[config.mk]
export PLATFORM = sky130hd
export DESIGN_NAME = uart_boot_loader
export DESIGN_NICKNAME = d
export VERILOG_FILES = /design/src/rtl/uart_boot_loader.sv
export SDC_FILE = /design/constraint.sdc
export NUM_CORES = 1
export LEC_CHECK = 0
export CAP_MARGIN = 40
export CORE_UTILIZATION = 30
export DETAILED_ROUTE_END_ITERATION = 8
export SLEW_MARGIN = 20
export SYNTH_ARGS = -nofsm -noshare
export SYNTH_HDL_FRONTEND = slang
export SYNTH_SLANG_ARGS = --single-unit
[constraint.sdc]
create_clock -name clk -period 2.5 [get_ports clk]
set_input_delay 0.5 -clock clk [delete_from_list [all_inputs] [get_ports clk]]
set_output_delay 0.5 -clock clk [all_outputs]
set_load 0.02 [all_outputs]
[src/rtl/uart_boot_loader.sv]
// rtl/uart_boot_loader.sv - polls a UART Lite over AXI4-lite and writes a length-prefixed image into instruction BRAM
// Optional UART_BOOT_LOADER_ACK_EN: after the last word, wait for TX space and send a single 0xAA acknowledge byte.
module uart_boot_loader #(
  parameter int unsigned MAX_WORDS = 16384,
  parameter logic [3:0]  RX_ADDR   = 4'h0,
  parameter logic [3:0]  TX_ADDR   = 4'h4,
  parameter logic [3:0]  STAT_ADDR = 4'h8
) (
  input  logic        clk,
  input  logic        rstn,
  input  logic        start,
  output logic [3:0]  uart_axi_araddr,
  output logic        uart_axi_arvalid,
  input  logic        uart_axi_arready,
  input  logic [31:0] uart_axi_rdata,
  input  logic [1:0]  uart_axi_rresp,
  input  logic        uart_axi_rvalid,
  output logic        uart_axi_rready,
  output logic [3:0]  uart_axi_awaddr,
  output logic        uart_axi_awvalid,
  input  logic        uart_axi_awready,
  output logic [31:0] uart_axi_wdata,
  output logic [3:0]  uart_axi_wstrb,
  output logic        uart_axi_wvalid,
  input  logic        uart_axi_wready,
  input  logic [1:0]  uart_axi_bresp,
  input  logic        uart_axi_bvalid,
  output logic        uart_axi_bready,
  output logic [31:0] inst_addra,
  output logic [31:0] inst_dina,
  output logic [3:0]  inst_wea,
  output logic        busy,
  output logic        done,
  output logic        err
);

  localparam int unsigned WCW = $clog2(MAX_WORDS + 1);

  typedef enum logic [3:0] {
    IDLE, AR_STAT, R_STAT, AR_RX, R_RX, WRITE, FINISH, DONE_ST, ERR_ST,
    ACK_AR, ACK_R, ACK_W, ACK_B
  } state_t;

  state_t         state_q, state_d;
  logic [31:0]    addr_q, addr_d;
  logic [31:0]    sh_q, sh_d;
  logic [1:0]     bcnt_q, bcnt_d;
  logic [WCW-1:0] wcnt_q, wcnt_d;
  logic           hdr_q, hdr_d;
  logic [31:0]    word_next;

  // Only the low byte of RX data and two status bits carry meaning.
  logic unused_rdata;
  assign unused_rdata = ^uart_axi_rdata[31:8];

`ifdef UART_BOOT_LOADER_ACK_EN
  logic aw_done_q, aw_done_d, w_done_q, w_done_d;

  always_ff @(posedge clk or negedge rstn) begin
    if (!rstn) begin
      aw_done_q <= 1'b0;
      w_done_q  <= 1'b0;
    end else begin
      aw_done_q <= aw_done_d;
      w_done_q  <= w_done_d;
    end
  end
`else
  assign uart_axi_awaddr  = '0;
  assign uart_axi_awvalid = 1'b0;
  assign uart_axi_wdata   = '0;
  assign uart_axi_wstrb   = '0;
  assign uart_axi_wvalid  = 1'b0;
  assign uart_axi_bready  = 1'b0;

  logic unused_ack;
  assign unused_ack = ^{uart_axi_awready, uart_axi_wready, uart_axi_bresp, uart_axi_bvalid};
`endif

  always_ff @(posedge clk or negedge rstn) begin
    if (!rstn) begin
      state_q <= IDLE;
      addr_q  <= '0;
      sh_q    <= '0;
      bcnt_q  <= '0;
      wcnt_q  <= '0;
      hdr_q   <= 1'b0;
    end else begin
      state_q <= state_d;
      addr_q  <= addr_d;
      sh_q    <= sh_d;
      bcnt_q  <= bcnt_d;
      wcnt_q  <= wcnt_d;
      hdr_q   <= hdr_d;
    end
  end

  always_comb begin
    state_d          = state_q;
    addr_d           = addr_q;
    sh_d             = sh_q;
    bcnt_d           = bcnt_q;
    wcnt_d           = wcnt_q;
    hdr_d            = hdr_q;
    uart_axi_araddr  = '0;
    uart_axi_arvalid = 1'b0;
    uart_axi_rready  = 1'b0;
    inst_addra       = '0;
    inst_dina        = '0;
    inst_wea         = '0;
    word_next        = {sh_q[23:0], uart_axi_rdata[7:0]};
`ifdef UART_BOOT_LOADER_ACK_EN
    uart_axi_awaddr  = '0;
    uart_axi_awvalid = 1'b0;
    uart_axi_wdata   = '0;
    uart_axi_wstrb   = '0;
    uart_axi_wvalid  = 1'b0;
    uart_axi_bready  = 1'b0;
    aw_done_d        = aw_done_q;
    w_done_d         = w_done_q;
`endif
    case (state_q)
      IDLE: begin
        if (start) begin
          state_d = AR_STAT;
          hdr_d   = 1'b1;
        end
      end
      AR_STAT: begin
        uart_axi_araddr  = STAT_ADDR;
        uart_axi_arvalid = 1'b1;
        if (uart_axi_arready) state_d = R_STAT;
      end
      R_STAT: begin
        uart_axi_rready = 1'b1;
        if (uart_axi_rvalid) begin
          if (uart_axi_rresp != 2'b00)  state_d = ERR_ST;
          else if (uart_axi_rdata[0])   state_d = AR_RX;
          else                          state_d = AR_STAT;
        end
      end
      AR_RX: begin
        uart_axi_araddr  = RX_ADDR;
        uart_axi_arvalid = 1'b1;
        if (uart_axi_arready) state_d = R_RX;
      end
      R_RX: begin
        uart_axi_rready = 1'b1;
        if (uart_axi_rvalid) begin
          if (uart_axi_rresp != 2'b00) begin
            state_d = ERR_ST;
          end else begin
            sh_d    = word_next;
            bcnt_d  = bcnt_q + 2'd1;
            state_d = AR_STAT;
            // First completed word is the image length, not payload.
            if (bcnt_q == 2'd3) begin
              if (!hdr_q) begin
                state_d = WRITE;
              end else if (word_next > MAX_WORDS) begin
                state_d = ERR_ST;
              end else if (word_next == 32'd0) begin
                state_d = FINISH;
              end else begin
                wcnt_d = word_next[WCW-1:0];
                hdr_d  = 1'b0;
              end
            end
          end
        end
      end
      WRITE: begin
        inst_addra = addr_q;
        inst_dina  = sh_q;
        inst_wea   = 4'b1111;
        addr_d     = addr_q + 32'd4;
        wcnt_d     = wcnt_q - WCW'(1);
        state_d    = (wcnt_q == WCW'(1)) ? FINISH : AR_STAT;
      end
`ifdef UART_BOOT_LOADER_ACK_EN
      FINISH: state_d = ACK_AR;
      ACK_AR: begin
        uart_axi_araddr  = STAT_ADDR;
        uart_axi_arvalid = 1'b1;
        if (uart_axi_arready) state_d = ACK_R;
      end
      ACK_R: begin
        uart_axi_rready = 1'b1;
        if (uart_axi_rvalid) begin
          if (uart_axi_rresp != 2'b00) state_d = ERR_ST;
          else if (!uart_axi_rdata[3]) state_d = ACK_W;
          else                         state_d = ACK_AR;
        end
      end
      ACK_W: begin
        // Address and data channels may complete on different cycles.
        uart_axi_awaddr  = TX_ADDR;
        uart_axi_wdata   = 32'h0000_00AA;
        uart_axi_wstrb   = 4'b0001;
        uart_axi_awvalid = !aw_done_q;
        uart_axi_wvalid  = !w_done_q;
        aw_done_d        = aw_done_q | uart_axi_awready;
        w_done_d         = w_done_q | uart_axi_wready;
        if (aw_done_d && w_done_d) begin
          state_d   = ACK_B;
          aw_done_d = 1'b0;
          w_done_d  = 1'b0;
        end
      end
      ACK_B: begin
        uart_axi_bready = 1'b1;
        if (uart_axi_bvalid) state_d = (uart_axi_bresp != 2'b00) ? ERR_ST : DONE_ST;
      end
`else
      FINISH: state_d = DONE_ST;
`endif
      DONE_ST: state_d = DONE_ST;
      ERR_ST:  state_d = ERR_ST;
      default: state_d = IDLE;
    endcase
  end

  assign busy = (state_q != IDLE) && (state_q != DONE_ST) && (state_q != ERR_ST);
  assign done = (state_q == DONE_ST);
  assign err  = (state_q == ERR_ST);

endmodule

== After elaboration in Yosys (flattened, before gate mapping) ==
Index checks and enable logic that the tools add are counted.
Widths: inputs -> output; s select.

* Register bits after elaboration: 86
* Logic and storage cells: 83
* Bits of input ports: 44
* Output and inout bits: 120

* Muxes and demuxes: 35
* Reduce and logical (&&, ||, !) cells: 15
* Bitwise operators: 1
* Equality and inequality tests: 22
* $lt $le $gt $ge: 1
* Add/subtract/negate cells: 3

{| class="wikitable"
|+ Operators by type and width
! cell !! number
|-
| $mux 15 || 6
|-
| $mux 32 || 2
|-
| $mux 4 || 12
|-
| $add 32x3->32 const B || 1
|-
| $gt 32x15->1 const B || 1
|-
| $logic_not 32->1 || 1
|-
| $pmux 4 s8 || 1
|-
| $pmux 15 s2 || 1
|-
| $ne 2x2->1 const B || 10
|-
| $eq 4x3->1 const B || 4
|-
| $eq 15x1->1 const B || 1
|-
| $sub 15x1->15 const B || 1
|-
| $reduce_and 5->1 || 2
|-
| $mux 1 || 9
|-
| $eq 4x2->1 const B || 2
|-
| $reduce_and 7->1 || 1
|-
| $mux 3 || 2
|-
| $reduce_bool 2->1 || 3
|-
| $reduce_or 2->1 || 3
|-
| $eq 4x1->1 const B || 1
|-
| $eq 4x4->1 const B || 1
|-
| $logic_not 4->1 || 1
|-
| $ne 4x3->1 const B || 1
|-
| $ne 4x4->1 const B || 1
|-
| other kinds (8) || 9
|}

== Depth between registers and ports, before layout ==
* Depth in word-level cells: 8
* Depth in mapped cells: 9
* Mapped depth without buffers: 8

== Worst setup path before layout ==
Ideal clock, no wire load.

* Path type: flip-flop to output port
* Start: register state_q[2]
* End: output inst_addra[24]
* Path buffers: 3
* Arrival: 2.147 ns
* Setup slack: -0.147 ns
* Cell stages (with the launch flop): 8
* Path through: dfrtp_1 -> nor2b_1 -> nand3b_1 -> inv_1 -> buf_2 -> clkbuf_1 -> clkbuf_1 -> and2_1

* Word-level cells in the longest chain between the ends: 2

{| class="wikitable"
|+ RTL lines
! what !! RTL line !! text
|-
| from (decl) || 44 || <nowiki>state_t state_q, state_d;</nowiki>
|-
| from (signal assigned) || 89 || <nowiki>state_q <= state_d;</nowiki>
|-
| $eq 4x3->1 || 122 || <nowiki>case (state_q)</nowiki>
|-
| $mux 32 || 122 ||
|-
| to (decl) || 29 || <nowiki>output logic [31:0] inst_addra,</nowiki>
|}

No other way between the ends.

== Worst setup path in the final report ==
* Start: register sh_q[0]
* End: register hdr_q

* Word-level cells in the longest chain between the ends: 8
* Elaborated cells between the ends (all ways): 9
* Classes of those cells: order compare (1); mux (7); reduce/logical (1)

{| class="wikitable"
|+ RTL lines
! what !! RTL line !! text
|-
| from (decl) || 46 || <nowiki>logic [31:0] sh_q, sh_d;</nowiki>
|-
| from (signal assigned) || 84 || <nowiki>sh_q <= '0;</nowiki>
|-
| from (signal assigned) || 91 || <nowiki>sh_q <= sh_d;</nowiki>
|-
| branches (longest 2 deep; another with $gt 32x15->1) || - ||
|-
| $mux 1 * || 160 || <nowiki>end else if (word_next > MAX_WORDS) begin</nowiki>
|-
| $mux 1 * || 158 || <nowiki>if (!hdr_q) begin</nowiki>
|-
| $mux 1 * || 157 || <nowiki>if (bcnt_q == 2'd3) begin</nowiki>
|-
| $mux 1 * || 150 || <nowiki>if (uart_axi_rresp != 2'b00) begin</nowiki>
|-
| $mux 1 * || 149 || <nowiki>if (uart_axi_rvalid) begin</nowiki>
|-
| $pmux 1 s2 * || 122 ||
|-
| to (signal assigned) || 94 || <nowiki>hdr_q <= hdr_d;</nowiki>
|-
| to (decl) || 49 || <nowiki>logic hdr_q, hdr_d;</nowiki>
|}

Every way passes the cells marked *. The select of a mux whose other input is x is not followed.
A chain may end at the register's enable or synchronous reset.

==> results by group <==
Logic synthesis
  – Ys flop type: dfrtp_1
  – Synth top area share: 0.434
  – Cells after synthesis: approximately 500
  – Seq cells post-synth: 84
  – EDFF count, synth: 0
  – Seq/Total Area, Yosys: 0.434
  – FFs w/ async S/R, synth: 1.00
  – Synth top area cells: dfrtp_1, and2_1, buf_4
  – Count leader, synth: dfrtp_1
  – Commonest cells post-synth: dfrtp_1, and2_1, buf_4
  – Yosys warns: 0
  – Post-Syn Area per Cell: 9.62 sq um
  – Number of library cell types mapped by synthesis: between 50 and 60
  – Syn Std Cell Area: approximately 4800 sq um
  – Leading area contributor after synthesis: dfrtp_1

Pwr
  – P per Cell Area: 462 nW/um^2
  – VDD IR max: 0.299 mV
  – Leak Pwr: 3.27 nW

CTS
  – Clock transition at path regs: 0.06 ns
  – Max clock buf depth: 2
  – H-tree levels: 3
  – Skew-Pair Late Insertion Delay: ~0.35 ns
  – Clock Tree Root: clkbuf_16
  – CTS tree: built
  – Num CTS Buffers: 9
  – Clock net sink count: between 80 and 90
  – Post-CTS Hold Buffers: 0

Global routing
  – GR Overflow Total: 0
  – Initial antenna violation count: 0
  – GR Util All Layers: 0.144
  – Largest net degree at the start of global routing: 46
  – Vias in the first global route: about 3700
  – First-pass GRT wire length: 18.5 mm

STA
  – Relative slew margins: 0.636
  – Count of final hold-check violations: 0
  – Fmax: between 400 and 500 MHz
  – Setup WS post-layout: between 0.07 and 0.08 ns
  – Clock Skew: 0.00620 ns
  – Tcrit/Tclk final: 0.970
  – RSZ-0062 raised after global routing: false
  – Crit path time final: roughly 2.4 ns
  – Fin Hold WS: approximately 0.13 ns
  – Fin. max-slew vios: 0
  – Worst Max-Slew Pin Slew: approximately 0.55 ns
  – Setup violations, final: 0
  – Total Neg Setup Slack: 0 ns

Floorplan
  – Die area: ~17000 sq um
  – Initial Util: 0.306
  – Die X-Extent: ~130 um
  – Die Y: 129 um
  – Core Area: roughly 16000 sq um
  – Row cnt: 46
  – I/O pin count: 164

Outcome
  – Outcome: completed

Routing
  – Routed WL per cell: roughly 13 um
  – Vias: between 3000 and 4000
  – Post-Route WL: about 11 mm
  – Drt initial violations: between 200 and 250
  – Antenna viol nets, final: 0
  – WL met3: slightly below 700 um
  – Via-per-instance ratio: around 4.8
  – Met2 WL: around 5.2 mm
  – Remaining DRCs: 0
  – Uppermost layer routed: met4
  – Wl on met1: 5.10 mm
  – TritonRoute pass-1 iters: 5

Setup path
  – Critical path class: reg2reg
  – CP Launch Type: register
  – Crit end category: register
  – Arrival time at the worst endpoint: between 2 and 3 ns
  – R2R depth: 6
  – Worst Path Required: approximately 2.7 ns
  – Worst r2r dst: hdr_q
  – R2R setup slack: 0.08 ns
  – Worst r2r src: sh_q[0]
  – Worst-path maximum fanout: 3

Final layout
  – Final core occ: 0.395
  – Fin area: between 6000 and 7000 sq um
  – Final nets: 660
  – Syn-to-layout area delta: 29.2%
  – Share of layout cells above drive strength 1: 0.156
  – Ant diodes: 0

Place
  – HPWL after detailed placement: around 8.4 mm
  – Area after DPL: 5980 sq um
  – Gpl congestion: ~0.81
  – Worst slack, placed: approximately 0.005 ns
  – Port Buffers: 86

Worst hold path
  – Hold Path Class: in2async

Run
  – Max-Cap Viols: 0
## how the worst max path moves through the flow
stage | end | cells after the start | slack (ns) | from
after floorplan | inst_addra[24] | 7 | 0.04 | state_q[2]
after global placement | hdr_q | 7 | 0.008 | uart_axi_rdata[4]
after detailed placement | hdr_q | 7 | 0.005 | uart_axi_rdata[4]
after CTS | uart_axi_rready | 4 | 0.01 | state_q[1]
after global routing | hdr_q | 6 | 0.0007 | sh_q[0]
final | hdr_q | 6 | 0.08 | sh_q[0]
## report_power, final
part	switching, mW	total, mW	internal [mW]	leakage, nW
Combinational	0.120	0.168	0.0478	1.98
Clock	0.571	1.35	0.781	0.147
Sequential	0.00370	1.37	1.36	1.15
Total	0.695	2.89	2.19	3.27
## routing by layer
metal	global-route usage	vias up
met5	0	-
met1	0.191	1921
met3	0.0366	21
met2	0.220	161
met4	0.0644	0
li1	-	1873
## registers in the layout, indices dropped and copies added, names as in the netlist
register	flops
addr_q	30
bcnt_q	2
hdr_q	1
sh_q	32
state_q	4
wcnt_q	15
## placed cells by master (no fill, tap or decap), drive strengths merged, types with 8 or more instances in the layout
master | Yosys | final
a21oi | 22 | 22
and2 | 66 | 66
and3 | 9 | 9
buf | 57 | 37
clkbuf | 14 | 9
clkdlybuf4s50 | 0 | 15
conb | 1 | 48
dfrtp | 84 | 84
dlygate4sd2 | 0 | 63
inv | 8 | 11
mux2 | 32 | 32
nand2 | 35 | 35
nand3 | 17 | 17
nand4 | 12 | 12
nor2 | 24 | 24
nor3 | 8 | 8
nor4 | 9 | 9
o21ai | 18 | 18
xnor2 | 23 | 23
xor2 | 8 | 8
## repair_timing
item	4_1_cts	5_1_grt
setup buffers	0	1
setup endpoints to repair	68	18
pin swaps	0	1
resized for setup	68	14
endpoints found under the hold margin	0	0
## critical path: stages, from the launching register on
cell      delay (ns)
dfrtp_1         0.38
or4_4           0.55
or3_4           0.40
o22ai_4         0.16
nand2b_1        0.11
or4b_1          0.50
a32o_1          0.21
## cell type report
type,count,area [sq um]
Clock buffer,9,225
Clock inverter,7,73.8
Fill cell,1584,9580
Inverter,8,30.0
Multi-Input combinational cell,387,2450
Sequential cell,84,2100
Tap cell,216,270
Timing Repair Buffer,122,1100
## kinds of logic after synthesis
group | after synthesis | synth area share
AOI/OAI and AO/OA | 70 | 0.0926
xor gates and xnor gates | 31 | 0.0561
adders and majority gates | 4 | 0.0103
buffers and inverters | 79 | 0.102
DFF | 84 | 0.434
muxes | 32 | 0.0745
other | 1 | 0.000775
and+or+nand+nor | 202 | 0.229
## per-stage QoR
step / std cells / total power [mW]
floorplan: 550 / 1.53
finish: 833 / 2.89
CTS: 832 / 2.92
global placement: 816 / 1.55
detailed placement: 816 / 1.55
global route: 833 / 3.01
(Power assumes the default switching activity.)
